## src/rtl/ff_bank_pkg.sv

```systemverilog
// Shared types and constants for the ff_bank configurable flip-flop bank.
package ff_bank_pkg;

  typedef enum logic [1:0] {
    MODE_D  = 2'b00,
    MODE_T  = 2'b01,
    MODE_JK = 2'b10,
    MODE_SR = 2'b11
  } mode_e;

  // Responses to S=1/R=1; any other encoding falls back to hold.
  localparam logic [1:0] SR_HOLD    = 2'd0;
  localparam logic [1:0] SR_SET_DOM = 2'd1;
  localparam logic [1:0] SR_RST_DOM = 2'd2;

  function automatic logic [5:0] popcount(input logic [31:0] v);
    logic [5:0] sum;
    sum = '0;
    for (int i = 0; i < 32; i++) sum = sum + 6'(v[i]);
    return sum;
  endfunction

endpackage

```

## src/rtl/ff_cell.sv

```systemverilog
// One storage channel: a D/T/JK/SR flip-flop selected per cycle by mode,
// with a strobe flagging the S=1/R=1 combination.
module ff_cell
  import ff_bank_pkg::*;
(
  input  logic       clk,
  input  logic       rst,
  input  logic       en,
  input  mode_e      mode,
  input  logic       a,
  input  logic       b,
  input  logic       rst_val,
  input  logic [1:0] policy,
  output logic       q,
  output logic       invalid
);

  logic q_next;

  // NOTE: every output of this block gets a default first, so no path leaves it unassigned (no latch).
  always_comb begin
    q_next  = q;
    invalid = 1'b0;
    if (en) begin
      case (mode)
        MODE_D:  q_next = a;
        MODE_T:  q_next = q ^ a;
        MODE_JK: begin
          case ({a, b})
            2'b00: q_next = q;
            2'b01: q_next = 1'b0;
            2'b10: q_next = 1'b1;
            2'b11: q_next = ~q;
          endcase
        end
        MODE_SR: begin
          case ({a, b})
            2'b00: q_next = q;
            2'b01: q_next = 1'b0;
            2'b10: q_next = 1'b1;
            2'b11: begin
              invalid = 1'b1;
              case (policy)
                SR_SET_DOM: q_next = 1'b1;
                SR_RST_DOM: q_next = 1'b0;
                default:    q_next = q;
              endcase
            end
          endcase
        end
      endcase
    end
  end

  // NOTE: state registers use non-blocking assignment so all cells update from pre-edge values.
  always_ff @(posedge clk) begin
    if (rst) q <= rst_val;
    else     q <= q_next;
  end

endmodule

```

## src/rtl/ff_bank.sv

```systemverilog
// Bank of N run-time configurable flip-flops with sticky error flags and irq.
// Define FF_BANK_ERR_CNT_EN to add the saturating invalid-event counter.
module ff_bank
  import ff_bank_pkg::*;
#(
  parameter int             N         = 8,
  parameter logic [N-1:0]   RST_VAL   = '0,
  parameter int             SR_POLICY = 0,
  parameter int             CNT_W     = 8
) (
  input  logic             clk,
  input  logic             rst,
  input  logic [N-1:0]     en,
  input  logic [2*N-1:0]   mode,
  input  logic [N-1:0]     a,
  input  logic [N-1:0]     b,
  output logic [N-1:0]     q,
  output logic [N-1:0]     err,
  input  logic [N-1:0]     err_clr,
  output logic             irq
`ifdef FF_BANK_ERR_CNT_EN
  ,
  output logic [CNT_W-1:0] err_cnt,
  input  logic             cnt_clr
`endif
);

  localparam logic [1:0] POLICY = 2'(SR_POLICY);

  logic [N-1:0] invalid;

  for (genvar i = 0; i < N; i++) begin : g_cell
    ff_cell u_cell (
      .clk     (clk),
      .rst     (rst),
      .en      (en[i]),
      .mode    (mode_e'(mode[2*i +: 2])),
      .a       (a[i]),
      .b       (b[i]),
      .rst_val (RST_VAL[i]),
      .policy  (POLICY),
      .q       (q[i]),
      .invalid (invalid[i])
    );
  end

  // A new event in the same cycle as err_clr keeps the flag set.
  always_ff @(posedge clk) begin
    if (rst) err <= '0;
    else     err <= (err & ~err_clr) | invalid;
  end

  assign irq = |err;

`ifdef FF_BANK_ERR_CNT_EN
  localparam int              SUM_W   = CNT_W + 6;
  localparam logic [CNT_W-1:0] CNT_MAX = '1;

  logic [5:0]       pop;
  logic [SUM_W-1:0] sum;

  always_comb begin
    pop = popcount(32'(invalid));
    sum = (cnt_clr ? '0 : SUM_W'(err_cnt)) + SUM_W'(pop);
  end

  always_ff @(posedge clk) begin
    if (rst)                         err_cnt <= '0;
    else if (sum > SUM_W'(CNT_MAX))  err_cnt <= CNT_MAX;
    else                             err_cnt <= sum[CNT_W-1:0];
  end
`endif

endmodule

```

## config.mk

```make
export PLATFORM = sky130hd
export DESIGN_NAME = ff_bank
export DESIGN_NICKNAME = d
export VERILOG_FILES = /design/src/rtl/ff_bank_pkg.sv /design/src/rtl/ff_cell.sv /design/src/rtl/ff_bank.sv
export SDC_FILE = /design/constraint.sdc
export NUM_CORES = 1
export LEC_CHECK = 0
export ABC_AREA = 1
export CORE_UTILIZATION = 47
export DETAILED_ROUTE_END_ITERATION = 10
export PLACE_DENSITY = 0.86
export SLEW_MARGIN = 15
export SYNTH_ARGS = -nofsm -noshare
export SYNTH_HDL_FRONTEND = slang
export SYNTH_SLANG_ARGS = --single-unit
export TNS_END_PERCENT = 1
```

## constraint.sdc

```tcl
create_clock -name clk -period 1.8 [get_ports clk]
set_input_delay 0.36 -clock clk [delete_from_list [all_inputs] [get_ports clk]]
set_output_delay 0.36 -clock clk [all_outputs]
set_load 0.01 [all_outputs]
```

# Word level (Yosys, flattened, before mapping)
# Index checks and enable logic that the tools add are counted.
[totals]
input_bits = 50
wordCells = 173
reg_bits = 16
output_inout_bits = 17
[op_classes]
reduce_logical = 33
muxes = 48
bitwise_logic = 19
eq_ne = 64
[ops]
columns = ["op", "count"]
rows = [
  ["2-bit == test (second input constant)", 32],
  ["2-bit by 1-bit == test with 1-bit output (second input constant)", 16],
  ["2-bit zero test", 16],
  ["2-bit inequality test (second input constant)", 16],
  ["1-bit one-hot mux with 4 select lines", 8],
  ["1-bit 2-to-1 mux", 24],
  ["1-bit one-hot mux with 3 select lines", 8],
  ["3-bit AND reduction", 8],
  ["1-bit one-hot mux with 2 select lines", 8],
  ["2-bit OR reduction", 8],
  ["8-bit bitwise AND", 1],
  ["1-bit inverter", 8],
  ["8-bit inverter", 1],
  ["8-bit bitwise OR", 1],
  ["8-bit OR reduction", 1],
  ["1-bit bitwise XOR", 8],
]

# Logic depth before layout (Yosys ltp)
# Gate-level depths: netlist of the first run.
[logic_depth]
word_depth = 5
mapped_depth = 8
mapped_depth_nobuf = 8

# By module
# Synthesis of the first run repeated with hierarchy kept, for this count alone.
[unflattened]
cells_unflattened = 297
hier_area_um2 = 1632.8
[by_module_without_submodules]
columns = ["module", "seq_area_each_um2", "area_per_inst_um2", "cells_per_inst", "n_inst"]
rows = [
  ["ff_cell", 30.0, 155.1, 30, 8],
  ["ff_bank", 160.2, 391.6, 57, 1],
]

# Worst setup path before layout of the first run
# OpenSTA, ideal clock, no wires.
[synth_timing]
kind = "input -> register"
startpoint = "input port a[2]"
endpoint = "register g_cell[2].u_cell.q"
cell_stages = 8
path_buffers = 0
setup_ns = 0.066
arrival_ns = 1.048
slack_ns = 0.686
path_cell_list = "inv_1 -> ha_1 -> inv_1 -> nand3_1 -> nand3_2 -> nor2_1 -> nand2_1 -> a21oi_2"
[synth_between]
elab_chain_cells = 4
word_cells_on_any_way = 12
cone_classes = "eq/ne (5); mux (3); bitwise (1); reduce/logical (3)"
[synth_lines]
columns = ["item", "line_no", "rtl"]
rows = [
  ["start, declared", "ff_bank.sv:15", "input logic [N-1:0] a,"],
  ["2-bit == test or 2-bit zero test (tied branches)", "ff_cell.sv:29, ff_cell.sv:37", ""],
  ["2-bit OR reduction (no source line)", "--", ""],
  ["2-bit inequality test (no source line)", "--", ""],
  ["3-bit AND reduction (no source line)", "--", ""],
  ["end signal, assigned", "ff_cell.sv:57", "if (rst) q <= rst_val;"],
  ["end signal, assigned", "ff_cell.sv:58", "else q <= q_next;"],
  ["end, declared", "ff_cell.sv:14", "output logic q,"],
]
# Parallel ways exist; a longest one is shown, timed or not.
# A chain may end at the register's enable or synchronous reset.

# Worst setup path in the final report of the first run
[layout_timing]
startpoint = "register err[2]"
endpoint = "output port irq"
[layout_between]
elab_chain_cells = 1
[layout_lines]
columns = ["item", "line_no", "rtl"]
rows = [
  ["start, declared", "ff_bank.sv:18", "output logic [N-1:0] err,"],
  ["start signal, assigned", "ff_bank.sv:50", "else err <= (err & ~err_clr) | invalid;"],
  ["8-bit OR reduction", "ff_bank.sv:53", "assign irq = |err;"],
  ["end, declared", "ff_bank.sv:20", "output logic irq"],
]
# No other way between the ends.

==> results of run 1 <==
[cell usage in the layout, fill, tap and decap left out, drive strengths merged, types with 3 or more instances in the layout]
master	count
dfxtp	16
inv	51
nor2	40
buf	6
nand2	65
clkdlybuf4s50	65
clkbuf	3
nand4	3
nand3	28
ha	24
nand3b	8
o21ai	6
a21oi	14
[metrics by stage]
step	worst slack, ns	power [uW]	instances	utilization	hold slack, ns
3_5_place_dp	0.06829	808.5	379	0.7039	0.4722
2_1_floorplan	0.6857	605.4	270	-	0.4820
4_1_cts	0.1003	997.2	382	0.7121	0.4867
5_1_grt	0.03086	1067	382	0.7121	0.5195
3_3_place_gp	0.1158	797.3	379	0.7039	0.4678
6_report	0.1345	991.3	382	0.7121	0.4853
[cells by family (layout without fill, tap and decap cells)]
group / Yosys count / after routing / synth area share
and+or+nand+nor: 148 / 148 / 0.3928
buffers and inverters: 60 / 126 / 0.1537
adders and majority gates: 24 / 24 / 0.1799
AOI/OAI and AO/OA: 22 / 22 / 0.08171
DFF: 16 / 16 / 0.1919
[tightest hold or removal path: cells and delay by family (launching register included)]
kind | cells | cell delay, ns
AO/OA/AOI/OAI | 1 | 0.05
flip-flops | 1 | 0.33
AND/OR/NAND/NOR | 1 | 0.06
[flip-flops by register name, indices dropped and copies added (netlist names)]
register / cells
g_cell.u_cell.q: 8
err: 8
[timing repair]
item	4_1_cts	5_1_grt
setup endpoints to repair	1	0
gates resized for setup	2	0
hold buffers	0	0
[cell usage after synthesis]
| library cell | number | area, sq um |
|---|---|---|
| a21oi_1 | 9 | 45.04 |
| o21ai_1 | 6 | 30.03 |
| nor4_1 | 2 | 12.51 |
| dfxtp_1 | 16 | 320.3 |
| buf_2 | 1 | 5.000 |
| nor2_1 | 40 | 150.1 |
| nand2_1 | 65 | 244.0 |
| inv_2 | 2 | 7.510 |
| nand3_2 | 4 | 40.04 |
| a21oi_2 | 5 | 43.79 |
| nand4_1 | 3 | 18.77 |
| nand3b_1 | 8 | 60.06 |
| nor3_1 | 2 | 10.01 |
| nand3_1 | 24 | 120.1 |
| inv_1 | 49 | 183.9 |
| a41oi_1 | 2 | 17.52 |
| ha_1 | 24 | 300.3 |
| buf_4 | 8 | 60.06 |
[layer usage]
metal	up-vias	routed length, um	track usage
met4	0	19	0.04127
met1	807	1702	0.2506
met3	2	150	0.03151
met2	51	1969	0.4117
li1	971	-	-
met5	-	0	0
[where the power goes]
part / switching, uW / internal (uW)
logic: 190 / 219
clock network: 115 / 77.8
registers: 16.1 / 373
[final timing paths]
path,to,slack (ns),cells after the start
hold / removal,err[3],0.49,2
setup / recovery,irq,0.13,3
hold reg to reg,err[3],0.49,2
setup reg to reg,g_cell[7].u_cell.q,0.90,6
[final cells by class]
class / count / share of cell area
multi-input cells: 194 / 0.4587
flip-flops and latches: 16 / 0.1338
well taps: 46 / 0.02403
inverters: 51 / 0.07994
clock buffers: 3 / 0.009404
repair buffers: 72 / 0.2941
==> run metrics, run 1 <==
I/O pins=67; syn nets=344; HP Class=reg -> reg; HPWL after detailed placement=between 3000 and 4000 um; crit-path leading delay family=simple AND/OR/NAND/NOR gates; starting density of the core=0.4963; largest net degree at the start of global routing=10; area grow syn2layout=43.48%; CP Buf/Inv Count=1; Nets=412; Worst Path Arrival=1.31 ns; Max stage delay on crit path=approximately 0.34 ns; global route overflow=0; die area=around 3800 sq um; area post-placement=2367 sq um; Final min period=1.666 ns; Critical R2R Launch=g_cell[7].u_cell.q; Core ar.=3363 sq um; Worst Setup Start Kind=register; share of cells above drive strength 1=0.06250; HP Start=err[3]; Crit Path Max Fanout=3; vias in the first global route=1625; clock transition at the registers of the reported paths=0.09 ns; Seq cells post-synth=16; RSZ-0062 raised after global routing=no; Syn Area/Cell=approximately 6 sq um; Req. time, crit path=1.44 ns; final setup fails=0; drt total wl=a little under 4000 um; drt drc=0; routability cong.=0.8909; Syn Std Cell Area=1669 sq um; Design Area, Final=between 2000 and 2500 sq um; max-cap viol count=0; Slew @ Worst Pin=around 0.24 ns; # rows=21; Vias=about 1800; Yosys warnings=0; CTS tree=built; Distinct cells, synth=18; post-route ant nets=0; static leakage power=~0.0012 uW; # port buffers=66; crit path from=err[2]; final worst path period share=0.9253; register area=320.3 sq um; worst-case vdd ir drop=388.8 uV; area of the multi-input gates=1099 sq um; depth of the CTS H-tree=1; initial antenna violation count=0; crit path kind=reg -> out; post-synthesis sequential area ratio=0.1919; clock tree buffer depth=2; fin. max-slew vios=0; initial detailed-routing violation count=about 110; Initial DRT Pass Iterations=4; later-pin clock latency in the skew report=0.28 ns; clock root cell=clkbuf_4; drt via density=4.793; max_slew headroom=0.8383; Post-CTS Setup Inserts=0; Routed WL per cell=about 10 um; filler instances=~310; status=complete, no violations; die extent in y=61.59 um; Syn Inst Count=270; crit end category=primary output; skew final=0 ns; CTS Sinks=16; Antenna Cells=0; setup TNS=0 ns; Pwr per Cell Area=approximately 410 nW/um^2; crit path cell chain=nor4_2 -> nand2_1 -> dlygate4sd2_1; Die X=61.59 um; first-pass GRT wire length=roughly 6300 um; Hold Vio Cnt, Final=0; Num CTS Buffers=3; Total Routing Usage GR=0.2145; slowest CP cell=dfxtp_1; achievable frequency=around 0.6 GHz
No activity file was read; power rests on OpenSTA's default activity.
==> run 2: changes to the inputs <==
- GPL_ROUTABILITY_DRIVEN: not set -> 0
==> results of run 2 <==
No change in the layout: final DEF, timing and power equal those of run 1.
